File: config.mk
export PLATFORM = sky130hd
export DESIGN_NAME = alu_issue_unit
export DESIGN_NICKNAME = d
export VERILOG_FILES = /design/src/rtl/alu_issue_unit.sv
export SDC_FILE = /design/constraint.sdc
export NUM_CORES = 1
export LEC_CHECK = 0
export BUFFER_PORTS_ARGS = -buffer_cell sky130_fd_sc_hd__buf_2
export CAP_MARGIN = 5
export CORE_MARGIN = 2
export CORE_UTILIZATION = 32
export DETAILED_ROUTE_END_ITERATION = 6
export PLACE_DENSITY_LB_ADDON = 0.2
export SYNTH_ARGS = -nofsm -noshare
export SYNTH_HDL_FRONTEND = slang
export SYNTH_SLANG_ARGS = --single-unit
File: constraint.sdc
create_clock -name clk -period 4.2 [get_ports clk]
set_input_delay 0.63 -clock clk [delete_from_list [all_inputs] [get_ports clk]]
set_output_delay 0.63 -clock clk [all_outputs]
set_load 0.1 [all_outputs]
File: src/rtl/alu_issue_unit.sv
// alu_issue_unit: issue/sequencer stage in front of an 8-bit combinational ALU.
// Accepts one operation over an input valid/ready handshake, registers it onto
// the ALU inputs, waits SETTLE_CYCLES, captures R/F and offers them over an
// output valid/ready handshake. Counts completed output handshakes.
//
// Optional feature macro: ACC_FORWARD_EN
//   defined   -> accumulator holds the last handed-off result; in_use_acc=1 on
//                accept selects it as operand A.
//   undefined -> no accumulator, in_use_acc is ignored.
//
// Handshake rule (both ports): a transfer happens on a rising clk edge where
// valid and ready are both 1. The valid side keeps valid and payload stable
// until that edge; ready may change freely and never depends on valid.
//
// dbg_state exposes the FSM encoding: 0=IDLE 1=SETTLE 2=CAPTURE 3=HOLD.
module alu_issue_unit #(
    parameter int SETTLE_CYCLES = 1,
    parameter int CNT_W         = 16
) (
    input  logic             clk,
    input  logic             rst_n,
    input  logic             in_valid,
    output logic             in_ready,
    input  logic [7:0]       in_a,
    input  logic [7:0]       in_b,
    input  logic [3:0]       in_op,
    input  logic             in_use_acc,
    output logic [7:0]       alu_a,
    output logic [7:0]       alu_b,
    output logic [3:0]       alu_op,
    input  logic [7:0]       alu_r,
    input  logic [2:0]       alu_f,
    output logic             out_valid,
    input  logic             out_ready,
    output logic [7:0]       out_r,
    output logic [2:0]       out_f,
    output logic [CNT_W-1:0] op_count,
    output logic [1:0]       dbg_state
);

    generate
        if (SETTLE_CYCLES < 1 || SETTLE_CYCLES > 15) begin : g_bad_settle
            $error("alu_issue_unit: SETTLE_CYCLES must be within 1..15");
        end
    endgenerate

    typedef enum logic [1:0] {
        S_IDLE    = 2'd0,
        S_SETTLE  = 2'd1,
        S_CAPTURE = 2'd2,
        S_HOLD    = 2'd3
    } state_t;

    state_t           r_state;
    state_t           w_next_state;
    logic [3:0]       r_settle;
    logic [7:0]       r_alu_a;
    logic [7:0]       r_alu_b;
    logic [3:0]       r_alu_op;
    logic [7:0]       r_out_r;
    logic [2:0]       r_out_f;
    logic [CNT_W-1:0] r_op_count;
    logic             w_accept;
    logic             w_out_fire;
    logic [7:0]       w_a_src;

    // in_ready is low while reset is asserted even though the state is already IDLE.
    assign in_ready   = (r_state == S_IDLE) && rst_n;
    assign out_valid  = (r_state == S_HOLD);
    assign w_accept   = in_valid && in_ready;
    assign w_out_fire = out_valid && out_ready;

    assign alu_a     = r_alu_a;
    assign alu_b     = r_alu_b;
    assign alu_op    = r_alu_op;
    assign out_r     = r_out_r;
    assign out_f     = r_out_f;
    assign op_count  = r_op_count;
    assign dbg_state = r_state;

`ifdef ACC_FORWARD_EN
    logic [7:0] r_acc;

    // Accumulator remembers the result of the most recent output handshake.
    always_ff @(posedge clk) begin
        if (!rst_n) begin
            r_acc <= 8'h00;
        end else if (w_out_fire) begin
            r_acc <= r_out_r;
        end
    end

    assign w_a_src = in_use_acc ? r_acc : in_a;
`else
    logic w_unused_use_acc;
    assign w_unused_use_acc = in_use_acc;
    assign w_a_src          = in_a;
`endif

    // State register.
    always_ff @(posedge clk) begin
        if (!rst_n) begin
            r_state <= S_IDLE;
        end else begin
            r_state <= w_next_state;
        end
    end

    // Next-state decode.
    always_comb begin
        w_next_state = r_state;
        case (r_state)
            S_IDLE:    if (w_accept) w_next_state = S_SETTLE;
            S_SETTLE:  if (r_settle == 4'd1) w_next_state = S_CAPTURE;
            S_CAPTURE: w_next_state = S_HOLD;
            S_HOLD:    if (out_ready) w_next_state = S_IDLE;
            default:   w_next_state = S_IDLE;
        endcase
    end

    // Operand registers change only on accept; settle counter runs during SETTLE.
    always_ff @(posedge clk) begin
        if (!rst_n) begin
            r_alu_a  <= 8'h00;
            r_alu_b  <= 8'h00;
            r_alu_op <= 4'h0;
            r_settle <= 4'd0;
        end else if (w_accept) begin
            r_alu_a  <= w_a_src;
            r_alu_b  <= in_b;
            r_alu_op <= in_op;
            r_settle <= 4'(SETTLE_CYCLES);
        end else if (r_state == S_SETTLE) begin
            r_settle <= r_settle - 4'd1;
        end
    end

    // Result capture at the CAPTURE edge; held untouched through HOLD.
    always_ff @(posedge clk) begin
        if (!rst_n) begin
            r_out_r <= 8'h00;
            r_out_f <= 3'b000;
        end else if (r_state == S_CAPTURE) begin
            r_out_r <= alu_r;
            r_out_f <= alu_f;
        end
    end

    // Completed-operation counter, wraps silently.
    always_ff @(posedge clk) begin
        if (!rst_n) begin
            r_op_count <= '0;
        end else if (w_out_fire) begin
            r_op_count <= r_op_count + CNT_W'(1);
        end
    end

endmodule

Yosys cells after proc, flatten, opt, wreduce, memory -nomap -nowiden
Index checks and enable logic that the tools add are counted.

word-level totals
  flip-flop bits (word level) = 53
  word-level logic and storage cells = 32

cells by class
  add/subtract/negate cells = 2
  eq/ne operators = 7
  mux-type cells = 6
  bitwise operators = 1
  reductions and logical operators = 7

operators with widths
  operator                                              count
  adder 16 x 1 -> 16 bit (second input constant)        1
  one-hot mux 2 bit (4 select lines)                    1
  two-way mux 2 bit                                     3
  equality test 2 bit (second input constant)           2
  equality test 4 x 1 -> 1 bit (second input constant)  1
  != test 2 bit (second input constant)                 2
  subtractor 4 x 1 -> 4 bit (second input constant)     1
  logical AND 1 bit                                     3
  AND reduction 3 bit                                   1
  equality test 2 x 1 -> 1 bit (second input constant)  1
  zero test 2 bit                                       1
  two-way mux 1 bit                                     2
  != test 2 x 1 -> 1 bit (second input constant)        1
  nonzero test 2 bit                                    1
  OR reduction 2 bit                                    1
  NOT 1 bit                                             1

Longest topological paths before layout
  depth after elaboration = 5
  gate-level depth with buffers = 7

Least setup slack after synthesis
No wires, ideal clock.

  kind = reg-to-reg
  start point = register r_state[1], in the netlist dbg_state[1]
  end point = register r_op_count[13], in the netlist op_count[13]
  library setup time = 0.122 ns
  arrival time = 3.039 ns
  data required time = 4.078 ns
  slack = 1.039 ns
  cell stages (with the launch flop) = 6
  path buffers = 0
  clock period less this slack = 3.161 ns
  cells stage by stage = dfxtp_1 -> ha_1 -> nand2_1 -> nor3_1 -> nand3_1 -> mux2i_1

on the way
  word-level cells in the longest chain between the ends = 2

RTL lines
  element                 RTL line  text
  from (decl)             54        state_t r_state;
  from (signal assigned)  105       r_state <= w_next_state;
  equality test 2 bit     69        assign out_valid = (r_state == S_HOLD);
  net out_valid           33        output logic out_valid,
  logical AND 1 bit       71        assign w_out_fire = out_valid && out_ready;
  to (signal assigned)    154       r_op_count <= r_op_count + CNT_W'(1);
  to (decl)               62        logic [CNT_W-1:0] r_op_count;

The timed path passes the listed nets, and every way through them passes these cells.
A chain may end at the register's enable or synchronous reset.

Worst setup path in the final report
  start point = input port rst_n
  end point = output port in_ready

on the way
  word-level cells in the longest chain between the ends = 1

RTL lines
  element            RTL line  text
  from (decl)        21        input logic rst_n,
  logical AND 1 bit  68        assign in_ready = (r_state == S_IDLE) && rst_n;
  to (decl)          23        output logic in_ready,

Every way passes these cells.

==> metrics.txt <==
filler instances=680; Synth top area share=50.0%; Clk Latency, worst-skew pair=0.29 ns; min-delay worst type=reg2reg; DRC=0; antenna violations before repair=0; ant diodes=0; GR Util All Layers=13.0%; Die Y=85.4 um; Seq/Total Area, Yosys=50.0%; largest net degree at the start of global routing=43; CTS H-tree lvls=2; Setup Skew=0.00302 ns; Mapped Nets=290; Post-DP HPWL=3.33 mm; Final setup viols=0; CP max stage cell=buf_2; min cycle time layout=2.32 ns; Pre-antenna DRT Iters=4; Reg2Reg Setup Slack=2.40 ns; Post-Place Cell Area=0.00261 sq mm; routed len/inst=11.6 um; total power=1.79 mW; RSZ-0062 raised after global routing=false; Hold Path Cell Cnt=2; Core Box Area=0.00639 sq mm; Post-CTS Setup Inserts=0; unique cell type count in the Yosys netlist=26; synth-to-layout area growth=26.4%; die area=0.00729 sq mm; cell row count=29; grt ovf=0; Hold WS=0.458 ns; final worst-path cycle share=55.1%; Synth area leaders=dfxtp_1 (50%), nand2_1 (8.5%), mux2i_1 (6.6%); NumNets Final=372; Place WS=1.86 ns; CP Capture Type=output pin; placed insts=398; pwr dens=669 mW/mm^2; Initial Util=33.2%; largest area contributor in the netlist=dfxtp_1; Clock Path Buffers=2; syn avg cell area=8.62 sq um; CTS tree=built; Crit Path Class=in2out; final wirelength=4.68 mm; Vias=1840; CTS Root Cell=clkbuf_8; Peak supply drop=0.000353 V; design area=0.00268 sq mm; # IOs=87; critical path depth in cells=3; Leakage=1.20 nW; routability cong.=0.743; first-pass GRT wire length=7.78 mm; Die W=85.4 um; clock sinks=53; status=finished, final reports clean; Final WS setup=1.88 ns; Top cell by count, worst path=buf_2; Worst Tran Pin Value=0.722 ns; Hold Vio Cnt, Final=0; CP startpoint kind=input pin; Final Max Slew Viols=0; Detail Route Antenna Nets=0; Crit Path Max Fanout=29; cts bufs inserted=5; WP data arrival=1.69 ns; CP bufs+invs=2; 1st-iter DRT viols=78; Slew Limit Headroom=51.9%; final non-filler cell total=404; Worst EP required=3.57 ns; share of layout cells above drive strength 1=28.4%; DR vias/cell=4.55; vias in the first global route=1749; Yosys reg bits=53; Synth warnings=0; hold buffer count at cts=0; cells after synthesis=246; CP peak stage delay=0.44 ns; Setup TNS Final=0 ns; Worst-path clk slew=0.09 ns; post-CTS sizing=0; maxcap violations=0; CP delay by family, top=buffers and inverters; Fmax=432 MHz; Cell Area, Synth=0.00212 sq mm; # port buffers=85; r2r worst-path depth=5; Final Util=42.0%; worst path cell trace=buf_2, and2_1, buf_2
==> cell type report <==
cell class | instances | area (sq um) | area share (%)
repair buffers | 86 | 433 | 16.2
clock inverters | 1 | 5.00 | 0.187
well taps | 77 | 96.3 | 3.59
clock buffers | 5 | 68.8 | 2.57
flip-flops and latches | 53 | 1060 | 39.6
inverters | 9 | 33.8 | 1.26
multi-input cells | 173 | 982 | 36.6
==> sequential cells by signal, indices dropped and copies added, names as in the netlist <==
signal     cells
alu_a          8
alu_b          8
alu_op         4
dbg_state      2
op_count      16
out_f          3
out_r          8
r_settle       4
==> worst register-to-register path, cell delays in order (launching register included) <==
cell and delay, ns:
dfxtp_1 0.41, ha_1 0.17, or3b_1 0.35, a222oi_1 0.47, mux2i_1 0.24, nor2_1 0.05
==> synthesized netlist by cell type <==
library cell / count
nand3_1: 8
buf_1: 3
clkbuf_1: 6
nand2b_1: 3
nand2_1: 48
inv_1: 8
buf_2: 2
or3_1: 2
nand4_1: 3
xor2_1: 4
a222oi_1: 1
inv_2: 1
or3b_1: 1
o21ai_0: 22
and3_1: 1
nor3_1: 4
nor2_1: 33
nor4b_1: 1
mux2i_1: 14
and2_1: 1
dfxtp_1: 53
nor4_1: 4
a21oi_1: 3
a211oi_1: 2
ha_1: 8
xnor2_1: 10
==> per-layer routing <==
| metal | global-route usage, % | wire length, um | share of wire, % |
|---|---|---|---|
| met2 | 22.3 | 2230 | 48 |
| met4 | 4.33 | 21 | 0.45 |
| met1 | 16.0 | 2160 | 46 |
| met3 | 3.02 | 269 | 5.7 |
| met5 | 0 | 0 | 0 |
==> placed cells by master, fill, tap and decap left out, types with 2 or more instances in the layout <==
| cell type | Yosys | final |
|---|---|---|
| or3_1 | 2 | 2 |
| mux2i_1 | 14 | 14 |
| nor3_1 | 4 | 4 |
| nand4_1 | 3 | 3 |
| nand2b_1 | 3 | 3 |
| nor2_1 | 33 | 33 |
| xor2_1 | 4 | 4 |
| nor4_1 | 4 | 4 |
| ha_1 | 8 | 8 |
| nand2_1 | 48 | 48 |
| o21ai_0 | 22 | 22 |
| dfxtp_1 | 53 | 53 |
| xnor2_1 | 10 | 10 |
| a211oi_1 | 2 | 2 |
| inv_1 | 8 | 8 |
| buf_2 | 2 | 85 |
| a21oi_1 | 3 | 3 |
| clkbuf_8 | 0 | 5 |
| nand3_1 | 8 | 8 |
==> power breakdown <==
group	switching [mW]	internal, mW
logic	0.714	0.173
registers	0.0534	0.587
clock network	0.155	0.110
==> path summary, 6_finish.rpt <==
| check | end | start |
|---|---|---|
| max | in_ready | rst_n |
| min | alu_b[1] | alu_b[1] |
| max reg2reg | dbg_state[1] | r_settle[0] |
| min reg2reg | alu_b[1] | alu_b[1] |
==> logic make-up (layout without fill, tap and decap cells) <==
family                     after synthesis  after routing  synth area share, %
DFF                                     53             53                 50.0
adders and majority gates                8              8                 4.72
xor gates and xnor gates                14             14                 5.78
buffers and inverters                   20            101                 3.66
AOI/OAI and AO/OA                       28             28                 7.08
muxes                                   14             14                 6.61
and+or+nand+nor                        109            109                 22.1
No activity file was read; power rests on OpenSTA's default activity.
